<file path="config.mk">
export PLATFORM = sky130hd
export DESIGN_NAME = chdr_header_strip
export DESIGN_NICKNAME = d
export VERILOG_FILES = /design/src/rtl/chdr_header_strip.sv
export SDC_FILE = /design/constraint.sdc
export NUM_CORES = 1
export LEC_CHECK = 0
export ABC_AREA = 1
export BUFFER_PORTS_ARGS = -buffer_cell sky130_fd_sc_hd__buf_4
export CAP_MARGIN = 25
export CORE_MARGIN = 5
export CORE_UTILIZATION = 39
export CTS_CLUSTER_SIZE = 25
export DETAILED_ROUTE_END_ITERATION = 8
export GPL_TIMING_DRIVEN = 0
export PLACE_DENSITY = 0.75
export SYNTH_ARGS = -nofsm -noshare
export SYNTH_HDL_FRONTEND = slang
export SYNTH_SLANG_ARGS = --single-unit
</file>
<file path="constraint.sdc">
create_clock -name clk -period 5.9 [get_ports clk]
set_clock_uncertainty 0.2 [all_clocks]
set_input_delay 0.885 -clock clk [delete_from_list [all_inputs] [get_ports clk]]
set_output_delay 0.885 -clock clk [all_outputs]
set_load 0.005 [all_outputs]
</file>
<file path="src/rtl/chdr_header_strip.sv">
// chdr_header_strip: strips CHDR header/timestamp words and forwards the payload with {header,time} on o_tuser
// Ports: clk, reset (sync, active-low), clear (sync, active-high)
//        i_tdata/i_tlast/i_tvalid/i_tready : 64-bit CHDR input stream
//        o_tdata/o_tuser/o_tlast/o_tvalid/o_tready : payload output, o_tuser = {header, timestamp}
//        o_err : one-cycle pulse per malformed packet
module chdr_header_strip (
  input  logic         clk,
  input  logic         reset,
  input  logic         clear,
  input  logic [63:0]  i_tdata,
  input  logic         i_tlast,
  input  logic         i_tvalid,
  output logic         i_tready,
  output logic [63:0]  o_tdata,
  output logic [127:0] o_tuser,
  output logic         o_tlast,
  output logic         o_tvalid,
  input  logic         o_tready,
  output logic         o_err
);
  localparam logic [1:0] ST_HEADER = 2'd0, ST_TIME = 2'd1, ST_BODY = 2'd2, ST_DRAIN = 2'd3;
  logic [1:0]  state;
  logic [12:0] count, pw, pw_in;
  logic [63:0] hdr, tim;
  logic [15:0] len_in;
  logic        ht_in, bad_in, empty_in, at_end, body, hs, err;
  // Payload word count of a header; only meaningful once the length has been checked as well-formed.
  function automatic logic [12:0] words(input logic [63:0] h);
    logic [15:0] pb;
    pb = h[47:32] - 16'd8 - (h[61] ? 16'd8 : 16'd0);
    return 13'((pb + 16'd7) >> 3);
  endfunction
  assign len_in   = i_tdata[47:32];
  assign ht_in    = i_tdata[61];
  assign pw_in    = words(i_tdata);
  assign pw       = words(hdr);
  assign bad_in   = (len_in < 16'd8) || (ht_in && len_in < 16'd16);
  // A bare header with tlast and length 8 is a legal empty packet, not an error.
  assign empty_in = (len_in == 16'd8) && !ht_in && i_tlast;
  assign at_end   = count == pw;
  assign body     = state == ST_BODY;
  assign i_tready = body ? o_tready : 1'b1;
  assign hs       = i_tvalid && i_tready;
  assign o_tvalid = body && i_tvalid;
  assign o_tdata  = i_tdata;
  assign o_tlast  = body && (at_end || i_tlast);
  assign o_tuser  = {hdr, tim};
  assign o_err    = err;
  always_ff @(posedge clk) begin
    if (!reset || clear) begin
      state <= ST_HEADER;
      count <= '0;
      hdr   <= '0;
      tim   <= '0;
      err   <= 1'b0;
    end else begin
      err <= 1'b0;
      if (hs) begin
        case (state)
          ST_HEADER: begin
            hdr   <= i_tdata;
            tim   <= '0;
            count <= 13'd1;
            if (empty_in) state <= ST_HEADER;
            else if (bad_in || i_tlast) begin
              err   <= 1'b1;
              state <= i_tlast ? ST_HEADER : ST_DRAIN;
            end else state <= ht_in ? ST_TIME : (pw_in == '0 ? ST_DRAIN : ST_BODY);
          end
          ST_TIME: begin
            tim <= i_tdata;
            if (i_tlast) begin
              err   <= pw != '0;
              state <= ST_HEADER;
            end else state <= pw == '0 ? ST_DRAIN : ST_BODY;
          end
          ST_BODY: begin
            if (i_tlast) begin
              err   <= !at_end;
              state <= ST_HEADER;
            end else if (at_end) state <= ST_DRAIN;
            else count <= count + 13'd1;
          end
          default: state <= i_tlast ? ST_HEADER : ST_DRAIN;
        endcase
      end
    end
  end
endmodule

</file>
**Yosys cells after proc, flatten, opt, wreduce, memory -nomap -nowiden**

Index checks and enable logic that the tools add are counted.
W data, S select, Z words.

- $add $sub $neg: 7
- Magnitude comparators: 2
- Equal/unequal tests: 7
- Mux-type cells: 22
- Bitwise logic cells: 1
- Reductions and logical operators: 24

Operators with widths:

| operator | count |
|---|---|
| $pmux W64 S2 | 1 |
| $add A16 B3 Y16 const B | 2 |
| $sub A16 B4 Y16 | 2 |
| $sub A16 B4 Y16 const B | 2 |
| $logic_not A13 Y1 | 2 |
| $mux W13 | 2 |
| $pmux W13 S2 | 1 |
| $eq A16 B4 Y1 const B | 1 |
| $lt A16 B4 Y1 const B | 1 |
| $lt A16 B5 Y1 const B | 1 |
| $mux W2 | 7 |
| $add A13 B1 Y13 const B | 1 |
| $eq A13 B13 Y1 | 1 |
| $reduce_bool A13 Y1 | 1 |
| $mux W4 | 2 |
| $mux W1 | 7 |
| $logic_and A1 B1 Y1 | 6 |
| $pmux W2 S3 | 1 |
| $reduce_and A2 Y1 | 3 |
| $logic_or A1 B1 Y1 | 4 |
| $ne A2 B2 Y1 const B | 2 |
| $reduce_and A4 Y1 | 1 |
| $reduce_bool A2 Y1 | 2 |
| $logic_not A1 Y1 | 3 |
| other kinds (7) | 7 |

- Register bits after elaboration: 144
- Input port bits: 70
- Output and inout port bits: 196
- Logic and storage cells: 68

**Longest topological paths before layout**

Gate-level depths: netlist of the first run.

- Depth after elaboration: 9
- Gate-level depth with buffers: 18
- Gate-level depth less buffers: 18

**Worst setup path before layout of the first run**

Ideal clock, no wire load.

- Path type: flip-flop to output port
- From: register hdr[61]
- To: output o_tlast
- Arrival: 1951 ps
- Required time: 4815 ps
- Slack: 2864 ps
- Cell stages (with the launch flop): 16
- Path buffers: 1
- Cells stage by stage: dfxtp_1 -> inv_1 -> ha_1 -> nand2_1 -> nor2_2 -> nand2_2 -> nand2_2 -> nand2_1 -> nand3_1 -> nand2_1 -> nor2_1 -> nand2_1 -> nor2_2 -> nand3_4 -> buf_2 -> o21ai_0

- Longest elaborated chain between the ends: 6

Ends and longest elaborated chain:

| element | line | text |
|---|---|---|
| start, declared | 24 | `logic [63:0] hdr, tim;` |
| start signal, assigned | 61 | `hdr <= i_tdata;` |
| $mux W4 | 30 | `pb = h[47:32] - 16'd8 - (h[61] ? 16'd8 : 16'd0);` |
| $sub A16 B4 Y16 | 30 |  |
| $add A16 B3 Y16 | 31 | `return 13'((pb + 16'd7) >> 3);` |
| $eq A13 B13 Y1 | 40 | `assign at_end = count == pw;` |
| $logic_or A1 B1 Y1 | 46 | `assign o_tlast = body && (at_end \|\| i_tlast);` |
| $logic_and A1 B1 Y1 | 46 |  |
| end, declared | 16 | `output logic o_tlast,` |

No other way between the ends.

**Final worst setup path of the first run**

Same ends and word-level chain as after synthesis.

==> results of run 1 <==
==> cells by family (layout without fill, tap and decap cells) <==
kind of cell               count (synthesis)  after routing  synth area share
DFF                                      144            144             0.403
and+or+nand+nor                          494            494             0.318
buffers and inverters                    189            486             0.135
xor gates and xnor gates                  11             11            0.0135
AOI/OAI and AO/OA                        167            167             0.119
adders and majority gates                  7              7            0.0122
==> flip-flops by register name (all words and copies together), names as in the netlist <==
signal	count
state	2
hdr	64
tim	64
o_err	1
count	13
==> per-layer routing <==
layer	global-route usage	routed length [um]	part of all wire
met5	0	0	0
met1	0.285	10500	0.40
met3	0.0666	2120	0.082
met4	0.0770	647	0.025
met2	0.406	12700	0.49
==> per-stage QoR <==
stage / total power [W] / hold slack, ps / utilization / setup slack (ps) / std cells
floorplan: 0.00127 / 252 / - / 2860 / 1012
global placement: 0.00147 / 250 / 0.524 / 2290 / 1506
detailed placement: 0.00147 / 253 / 0.524 / 2310 / 1506
CTS: 0.00264 / 262 / 0.559 / 1840 / 1538
global route: 0.00273 / 277 / 0.559 / 1590 / 1538
finish: 0.00263 / 263 / 0.559 / 1830 / 1538
==> worst max path at each step <==
stage,startpoint,endpoint,slack (ps)
finish,hdr[61],o_tlast,1830
global route,hdr[61],o_tlast,1590
CTS,hdr[61],o_tlast,1840
detailed placement,hdr[61],o_tlast,2310
global placement,hdr[61],o_tlast,2290
floorplan,hdr[61],o_tlast,2860
==> cells in the mapped netlist (all sizes together) <==
cell type,count,share of area
a21oi,143,0.10
clkbuf,61,0.032
nor3b,2,0.0021
and3,1,0.00087
a211oi,1,0.0010
buf,70,0.073
xor2,9,0.011
a21boi,1,0.0010
o41ai,1,0.0012
nor4,2,0.0017
nor3,8,0.0056
a221o,1,0.0014
a31oi,1,0.00087
inv,58,0.030
nand3b,1,0.0010
xnor2,2,0.0024
dfxtp,144,0.40
o21ai,19,0.013
ha,7,0.012
nor2,60,0.034
nand4,10,0.011
nand2,172,0.094
nand3,238,0.17
==> cell type report <==
| type | count | share of cell area |
|---|---|---|
| Clock inverter | 14 | 0.0202 |
| Inverter | 58 | 0.0216 |
| Buffer | 131 | 0.0744 |
| Clock buffer | 18 | 0.0436 |
| Sequential cell | 144 | 0.286 |
| Multi-Input combinational cell | 679 | 0.328 |
| Timing Repair Buffer | 265 | 0.197 |
| Tap cell | 229 | 0.0284 |
==> power by group <==
group	total (W)	leakage, nW	switching [W]	internal [W]
clock	0.00118	0.309	0.000452	0.000727
combinational	0.000442	2.82	0.000259	0.000183
sequential	0.00101	1.17	0.0000182	0.000993
total	0.00263	4.30	0.000730	0.00190
==> critical path, delay by kind of cell, from the launching register on <==
kind / cells / cell delay [ps]
flip-flops: 1 / 410
buffers and inverters: 5 / 680
AND/OR/NAND/NOR: 10 / 980
AO/OA/AOI/OAI: 1 / 140
adder cells (fa/ha/maj): 1 / 360
==> reports/results.tsv, run 1 <==
stage	metric	value	unit
cts	postCtsSetupBuffers	0	
power	ir_drop	0.194	mV
drt	vias	7974	
run	drv_cap	0	
place	postPlaceCellArea	0.00944	sq mm
logic_synthesis	synth_cells	1012	
power	p_per_area	261	mW/mm^2
final_layout	fin_nets	1373	
cts	cts_buffers	17	
floorplan	die_h	146	um
global_routing	overflow	0	
place	dpl.hpwl	19800	um
sta	fmax	0.245	GHz
critical_path	path_common_cell	nand2_1	
drt	routed_via_density	5.18	
critical_path	cp_cell_sequence	inv_1 > ha_1 > inv_1 > nor2_1 > nand2_1 > nand2_1 > inv_1 > nand2_1 > nand2_1 > nand3_1 > nand2_1 > nand3_1 > nor2_2 > nand3_4 > buf_2 > o21ai_0 > buf_4	
cts	cts_buffer_depth	2	
global_routing	antenna_found_initial	0	
sta	hold_viol	0	
place	place.gp.congestion	0.936	
global_routing	grt_pass1_vias	7808	
sta	period_needed	4070	ps
floorplan	io_pins	266	
cts	cts_tree	yes	
logic_synthesis	yosys_register_bits	144	
logic_synthesis	yosysWarnings	0	
sta	worst_slew_pin_slew	687	ps
critical_path	rr_worst_depth	9	
cts	clk_latency	430	ps
min_path	hp-class	reg -> reg	
logic_synthesis	syn_area	0.00716	sq mm
min_path	hp-start	hdr[1]	
final_layout	regArea	0.00288	sq mm
logic_synthesis	synth.distinct_cells	32	
critical_path	r2r_end	tim[3]	
floorplan	die_w	146	um
floorplan	coreArea	0.0180	sq mm
drt	wire_per_inst	16.9	um
final_layout	synthToLayoutAreaGrowth	40.8	%
sta	slew_headroom	0.542	
critical_path	critPathCaptureType	primary output	
global_routing	grt_pass1_wl	41400	um
final_layout	layout_commonest_cell	buf_4	
final_layout	fillers	1778	
cts	cts_htree_levels	4	
final_layout	fin_area	0.0101	sq mm
drt	totalWireLength	26000	um
sta	rsz0062_at_grt	no	
final_layout	multi_input_area	0.00331	sq mm
final_layout	drive_gt1_frac	0.293	
global_routing	grt_max_degree	17	
drt	route.detailed.drc	0	
cts	cts_hold_buf	0	
critical_path	cp_slowest_cell	dfxtp_1	
floorplan	die_area	0.0212	sq mm
critical_path	worstSetupStartpointType	flip-flop	
cts	cts.reportedPaths.clkPinSlew	60	ps
drt	dr.pass1.iters	7	
min_path	min_to	hdr[1]	
status	outcome	completed	
min_path	holdPathStages	2	
floorplan	start_util	0.397	
cts	cts_sinks	144	
critical_path	cp_max_fo	10	
place	io_buffers	265	
final_layout	antennaDiodeCount	0	
critical_path	critPathKind	reg -> out	
cts	cts_repair_resize_count	0	
cts	cts_root_buffer	clkbuf_16	
logic_synthesis	syn_area_per_cell	7.08	sq um
critical_path	max_stage_delay	410	ps
critical_path	arrival	2990	ps
final_layout	final_cell_mix	329 x buf_4, 237 x nand3_1, 165 x nand2_1	
critical_path	required	4820	ps
sta	tns	0	ps
logic_synthesis	ys_seq_area_frac	0.403	
drt	first_iter_violations	509	
logic_synthesis	synth_nets	1089	
sta	setup_viol	0	
power	p_leak	4.30	nW
critical_path	r2r-start	state[0]	
global_routing	grt_usage	0.236	
sta	report.final.slew_viol_count	0	
critical_path	reg2reg_slack	2840	ps
sta	finalCritPeriodShare	0.691	
drt	ant_nets	0	
floorplan	rows	49	
Note: power is estimated with default switching activity, not from simulation.
==> run 2: changes to the inputs <==
ABC_AREA = 0   (was 1)
PLACE_DENSITY = 0.76   (was 0.75)
clock period = 3.9 ns   (was 5.9 ns; I/O delays follow)
==> reports/results.tsv, run 2 <==
stage	metric	value	unit	change
critical_path	required	3120	ps	was 4820 ps
cts	cts_root_buffer	clkbuf_16		unchanged
min_path	holdPathStages	3		was 2
cts	cts_htree_levels	4		unchanged
min_path	hp-class	in -> reg		was reg -> reg
critical_path	rr_worst_depth	10		was 9
floorplan	die_w	138	um	was 146 um
floorplan	die_h	138	um	was 146 um
logic_synthesis	syn_area	0.00637	sq mm	was 0.00716 sq mm
final_layout	regArea	0.00288	sq mm	unchanged
drt	vias	6360		was 7974
sta	slew_headroom	0.483		was 0.542
critical_path	arrival	2930	ps	was 2990 ps
cts	cts_hold_buf	0		unchanged
place	io_buffers	265		unchanged
critical_path	cp_max_fo	6		was 10
drt	dr.pass1.iters	5		was 7
floorplan	io_pins	266		unchanged
sta	setup_viol	0		unchanged
cts	cts_sinks	144		unchanged
critical_path	critPathCaptureType	primary output		unchanged
final_layout	antennaDiodeCount	0		unchanged
power	p_leak	3.99	nW	was 4.30 nW
logic_synthesis	ys_seq_area_frac	0.452		was 0.403
status	outcome	completed		unchanged
final_layout	fin_area	0.00927	sq mm	was 0.0101 sq mm
global_routing	grt_pass1_vias	5942		was 7808
cts	clk_latency	420	ps	was 430 ps
sta	hold_viol	0		unchanged
cts	cts_buffers	17		unchanged
final_layout	multi_input_area	0.00277	sq mm	was 0.00331 sq mm
final_layout	fillers	1456		was 1778
logic_synthesis	synth.distinct_cells	55		was 32
global_routing	antenna_found_initial	0		unchanged
sta	rsz0062_at_grt	no		unchanged
drt	route.detailed.drc	0		unchanged
power	p_per_area	401	mW/mm^2	was 261 mW/mm^2
global_routing	grt_max_degree	17		unchanged
logic_synthesis	yosysWarnings	0		unchanged
floorplan	die_area	0.0190	sq mm	was 0.0212 sq mm
logic_synthesis	ys_top_cells_by_area	dfxtp_1 45%, nand2_1 8.8%, a22oi_1 7.5%		was dfxtp_1 40%, nand3_1 17%, a21oi_1 10%
sta	worst_slew_pin_slew	756	ps	was 687 ps
sta	finalCritPeriodShare	0.953		
cts	cts_repair_resize_count	0		unchanged
cts	cts_tree	yes		unchanged
floorplan	coreArea	0.0159	sq mm	was 0.0180 sq mm
final_layout	fin_nets	1129		was 1373
drt	wire_per_inst	16.2	um	was 16.9 um
cts	postCtsSetupBuffers	0		unchanged
place	postPlaceCellArea	0.00864	sq mm	was 0.00944 sq mm
logic_synthesis	synthArstFlopShare	0		unchanged
floorplan	start_util	0.400		was 0.397
logic_synthesis	synth_cells	767		was 1012
final_layout	reg_top3	hdr x64, tim x64, count x13		unchanged
drt	first_iter_violations	418		was 509
logic_synthesis	synth_nets	844		was 1089
cts	cts.reportedPaths.clkPinSlew	60	ps	about the same
sta	fmax	0.269	GHz	
final_layout	final_cell_mix	329 x buf_4, 149 x nand2_1, 144 x dfxtp_1		was 329 x buf_4, 237 x nand3_1, 165 x nand2_1
run	drv_cap	0		unchanged
cts	cts_buffer_depth	2		unchanged
drt	totalWireLength	20800	um	was 26000 um
critical_path	critPathKind	reg -> out		unchanged
floorplan	rows	46		was 49
drt	routed_via_density	4.96		was 5.18
critical_path	r2r_end	o_err		was tim[3]
min_path	hp-start	i_tdata[12]		was hdr[1]
final_layout	synthToLayoutAreaGrowth	45.4	%	was 40.8%
logic_synthesis	synthTopCellsByCount	149 x nand2_1, 144 x dfxtp_1, 78 x a21oi_1		was 237 x nand3_1, 165 x nand2_1, 144 x dfxtp_1
logic_synthesis	synth-edff-count	0		unchanged
min_path	min_to	hdr[12]		was hdr[1]
logic_synthesis	yosys_register_bits	144		unchanged
global_routing	grt_pass1_wl	31800	um	was 41400 um
sta	period_needed	3720	ps	
logic_synthesis	synth_top_area_frac	0.452		was 0.403
drt	ant_nets	0		unchanged
place	place.gp.congestion	0.863		was 0.936
sta	tns	0	ps	unchanged
final_layout	layout_commonest_cell	buf_4		unchanged
logic_synthesis	syn_area_per_cell	8.31	sq um	was 7.08 sq um
power	ir_drop	0.299	mV	was 0.194 mV
global_routing	grt_usage	0.215		was 0.236
global_routing	overflow	0		unchanged
sta	report.final.slew_viol_count	0		unchanged
final_layout	drive_gt1_frac	0.356		was 0.293
critical_path	r2r-start	hdr[61]		was state[0]
logic_synthesis	yosysTopAreaCell	dfxtp_1		unchanged
logic_synthesis	yosysMostFrequentCell	nand2_1		was nand3_1
logic_synthesis	synth_ff_type	dfxtp_1		unchanged
critical_path	reg2reg_slack	730	ps	was 2840 ps
critical_path	worstSetupStartpointType	flip-flop		unchanged
place	dpl.hpwl	15900	um	was 19800 um
-- run 2: cell count changes in the layout (fill, tap and decap cells not counted), sizes merged, moves of 8 or more --
cell,previous run,this run
nor2,60,77
nand3,238,7
clkbuf,79,61
nand2,172,149
inv,62,15
a22oi,0,64
xnor2,2,10
nor4,2,10
a21oi,143,78
-- run 2: power breakdown --
part | leakage (nW) | internal (W) | switching, W
Combinational | 2.52 | 0.000233 | 0.000246
Clock | 0.303 | 0.00103 | 0.000691
Sequential | 1.17 | 0.00150 | 0.0000193
-- run 2: through the flow --
stage / utilization / setup slack (ps) / std cells / hold slack (ps) / power, W
finish: 0.581 / 182 / 1281 / 226 / 0.00372
global route: 0.581 / 19.6 / 1281 / 211 / 0.00388
CTS: 0.581 / 176 / 1281 / 210 / 0.00375
detailed placement: 0.542 / 628 / 1249 / 247 / 0.00203
global placement: 0.542 / 601 / 1248 / 242 / 0.00202
floorplan: - / 897 / 767 / 253 / 0.00179
-- run 2: layout make-up --
class,instances,area share
Buffer,115,0.0752
Multi-Input combinational cell,502,0.299
Clock buffer,18,0.0463
Tap cell,216,0.0292
Timing Repair Buffer,266,0.216
Clock inverter,14,0.0208
Sequential cell,144,0.311
Inverter,6,0.00243
-- run 2: worst max-delay path, cell delays in order (launching register included) --
cell       delay [ps]
dfxtp_1           370
o31ai_1           650
nand4_1           310
mux2_2            380
a2111oi_4         270
and3_1            310
o21a_1            130
buf_4             100
-- run 2: worst max-delay path by stage --
stage            start  endpoint  slack [ps]
2_1_floorplan  hdr[40]   o_tlast         900
3_3_place_gp   hdr[32]   o_tlast         600
3_5_place_dp   hdr[32]   o_tlast         630
4_1_cts        hdr[32]   o_tlast         180
5_1_grt        hdr[32]   o_tlast          20
6_report       hdr[32]   o_tlast         180
-- run 2: cells by family after synthesis --
| family | share of synthesized area |
|---|---|
| AO/OA/AOI/OAI | 0.183 |
| XOR/XNOR | 0.0269 |
| adder cells (fa/ha/maj) | 0.0137 |
| buffers and inverters | 0.113 |
| flip-flops | 0.452 |
| multiplexers | 0.0100 |
| AND/OR/NAND/NOR | 0.201 |
-- run 2: routing by layer --
layer,vias up,wire length (um),track usage,share of wire
met2,207,10400,0.358,0.50
li1,3154,-,-,-
met1,2974,8450,0.263,0.41
met4,0,301,0.0554,0.014
met5,-,0,0,0
met3,25,1620,0.0778,0.078
==> run 3: changes to the inputs <==
CTS_BUF_LIST = sky130_fd_sc_hd__clkbuf_8   (was unset)
==> reports/results.tsv, run 3 (synthesis results as in run 2) <==
stage	metric	value	unit	change
status	outcome	completed		unchanged
power	power.share.combinational	0.146		was 0.129
floorplan	coreArea	0.0159	sq mm	unchanged
sta	setup_viol	0		unchanged
final_layout	synthToLayoutAreaGrowth	42.5	%	was 45.4%
floorplan	io_pins	266		unchanged
critical_path	reg2reg_slack	780	ps	was 730 ps
global_routing	grt_max_degree	17		unchanged
sta	rsz0062_at_grt	no		unchanged
critical_path	worstSetupStartpointType	flip-flop		unchanged
sta	worst_slew_pin_slew	766	ps	was 756 ps
sta	hold_viol	0		unchanged
drt	vias	6314		was 6360
drt	routed_via_density	4.93		was 4.96
critical_path	arrival	2940	ps	was 2930 ps
cts	cts_tree	yes		unchanged
power	internal-power	0.00239	W	was 0.00276 W
global_routing	antenna_found_initial	0		unchanged
global_routing	use_met2	0.355		was 0.358
global_routing	grt_use_met3	0.0738		was 0.0778
floorplan	start_util	0.400		unchanged
final_layout	drive_gt1_frac	0.357		was 0.356
power	switchingPower	0.000909	W	was 0.000957 W
power	p_leak	3.90	nW	was 3.99 nW
drt	wire_per_inst	16.2	um	about the same
floorplan	die_h	138	um	unchanged
critical_path	critPathTopFamily	simple AND/OR/NAND/NOR gates		was compound AO/OA/AOI/OAI gates
floorplan	die_w	138	um	unchanged
global_routing	grt_pass1_wl	31400	um	was 31800 um
sta	period_needed	3720	ps	about the same
cts	cts_htree_levels	4		unchanged
power	clkPwrFrac	0.395		was 0.464
place	place_ws	628	ps	unchanged
sta	slew_headroom	0.476		was 0.483
sta	fmax	0.269	GHz	about the same
sta	report.final.slew_viol_count	0		unchanged
final_layout	fin_nets	1129		unchanged
cts	postCtsSetupBuffers	0		unchanged
critical_path	cp_num_buf_inv	2		was 1
drt	route.detailed.drc	0		unchanged
cts	cts_sinks	144		unchanged
cts	clk_latency	440	ps	was 420 ps
global_routing	overflow	0		unchanged
floorplan	die_area	0.0190	sq mm	unchanged
critical_path	max_stage_delay	480	ps	was 650 ps
final_layout	regArea	0.00288	sq mm	unchanged
critical_path	cp_cell_sequence	inv_1 > ha_1 > or4_4 > nor4_2 > xnor2_1 > nor3_2 > and3_1 > o21a_1 > buf_4		was o31ai_1 > nand4_1 > mux2_2 > a2111oi_4 > and3_1 > o21a_1 > buf_4
drt	first_iter_violations	413		was 418
final_layout	multi_input_area	0.00278	sq mm	was 0.00277 sq mm
cts	cts_buffer_depth	2		unchanged
place	io_buffers	265		unchanged
final_layout	fillers	1484		was 1456
cts	cts.reportedPaths.clkPinSlew	100	ps	was 60 ps
critical_path	cp_slowest_cell	or4_4		was o31ai_1
final_layout	reg_top3	hdr x64, tim x64, count x13		unchanged
global_routing	grt_pass1_vias	5899		was 5942
cts	cts_repair_resize_count	0		unchanged
global_routing	use_met1	0.262		was 0.263
drt	ant_nets	0		unchanged
power	p_per_area	363	mW/mm^2	was 401 mW/mm^2
global_routing	grt_usage	0.212		was 0.215
min_path	hp-class	in -> reg		unchanged
place	place.gp.congestion	0.863		unchanged
cts	cts_hold_buf	0		unchanged
critical_path	critPathCaptureType	primary output		unchanged
sta	tns	0	ps	unchanged
global_routing	busiest_layer	met2		unchanged
cts	cts_root_buffer	clkbuf_8		was clkbuf_16
final_layout	final_cell_mix	329 x buf_4, 149 x nand2_1, 144 x dfxtp_1		unchanged
final_layout	layout_commonest_cell	buf_4		unchanged
critical_path	required	3120	ps	about the same
power	swShare	0.276		was 0.257
drt	totalWireLength	20800	um	about the same
sta	finalCritPeriodShare	0.954		was 0.953
place	dpl.hpwl	15900	um	unchanged
critical_path	critPathKind	reg -> out		unchanged
power	pwr-share-seq	0.460		was 0.408
run	drv_cap	0		unchanged
sta	layout_setup_ws	180	ps	was 182 ps
drt	dr.pass1.iters	5		unchanged
final_layout	antennaDiodeCount	0		unchanged
critical_path	cp_max_fo	6		unchanged
cts	cts_buffers	17		unchanged
power	ir_drop	0.233	mV	was 0.299 mV
floorplan	rows	46		unchanged
-- run 3: area by class of cell --
class	count	area share
Buffer	115	0.0768
Multi-Input combinational cell	502	0.306
Timing Repair Buffer	266	0.220
Sequential cell	144	0.317
Clock inverter	15	0.0216
Inverter	6	0.00248
Clock buffer	17	0.0258
Tap cell	216	0.0298
-- run 3: path summary, 6_finish.rpt --
check	startpoint	endpoint	cells past startpoint
max	hdr[61]	o_tlast	9
min	i_tdata[56]	hdr[56]	3
max reg2reg	hdr[61]	o_err	10
min reg2reg	hdr[17]	hdr[17]	2
-- run 3: worst register-to-register path: stages (launching register included) --
cell,delay [ps]
dfxtp_1,370
inv_1,70
ha_1,250
or4_4,480
nor4_2,340
xnor2_1,210
nor3_2,100
and3_1,230
mux2i_1,150
nand3_1,90
a2111oi_0,490
-- run 3: per-layer routing --
layer,up-vias,routed length [um]
met5,-,0
met4,0,182
met3,14,1450
met2,173,10500
met1,2975,8680
li1,3152,-
-- run 3: per-stage QoR --
stage	power (W)	std cells	util	hold slack [ps]	area (sq um)
after detailed placement	0.00203	1249	0.542	247	8640
after global placement	0.00202	1248	0.542	242	8630
final	0.00329	1281	0.570	193	9080
after global routing	0.00344	1281	0.570	160	9080
after floorplan	0.00179	767	-	253	6370
after CTS	0.00332	1281	0.569	164	9070
-- run 3: power groups by stage --
stage          clock (W)  combinational [W]  sequential [W]
3_3_place_gp           0           0.000475         0.00155
6_report         0.00130           0.000480         0.00151
2_1_floorplan          0           0.000239         0.00155
4_1_cts          0.00132           0.000483         0.00151
3_5_place_dp           0           0.000480         0.00155
5_1_grt          0.00139           0.000524         0.00152
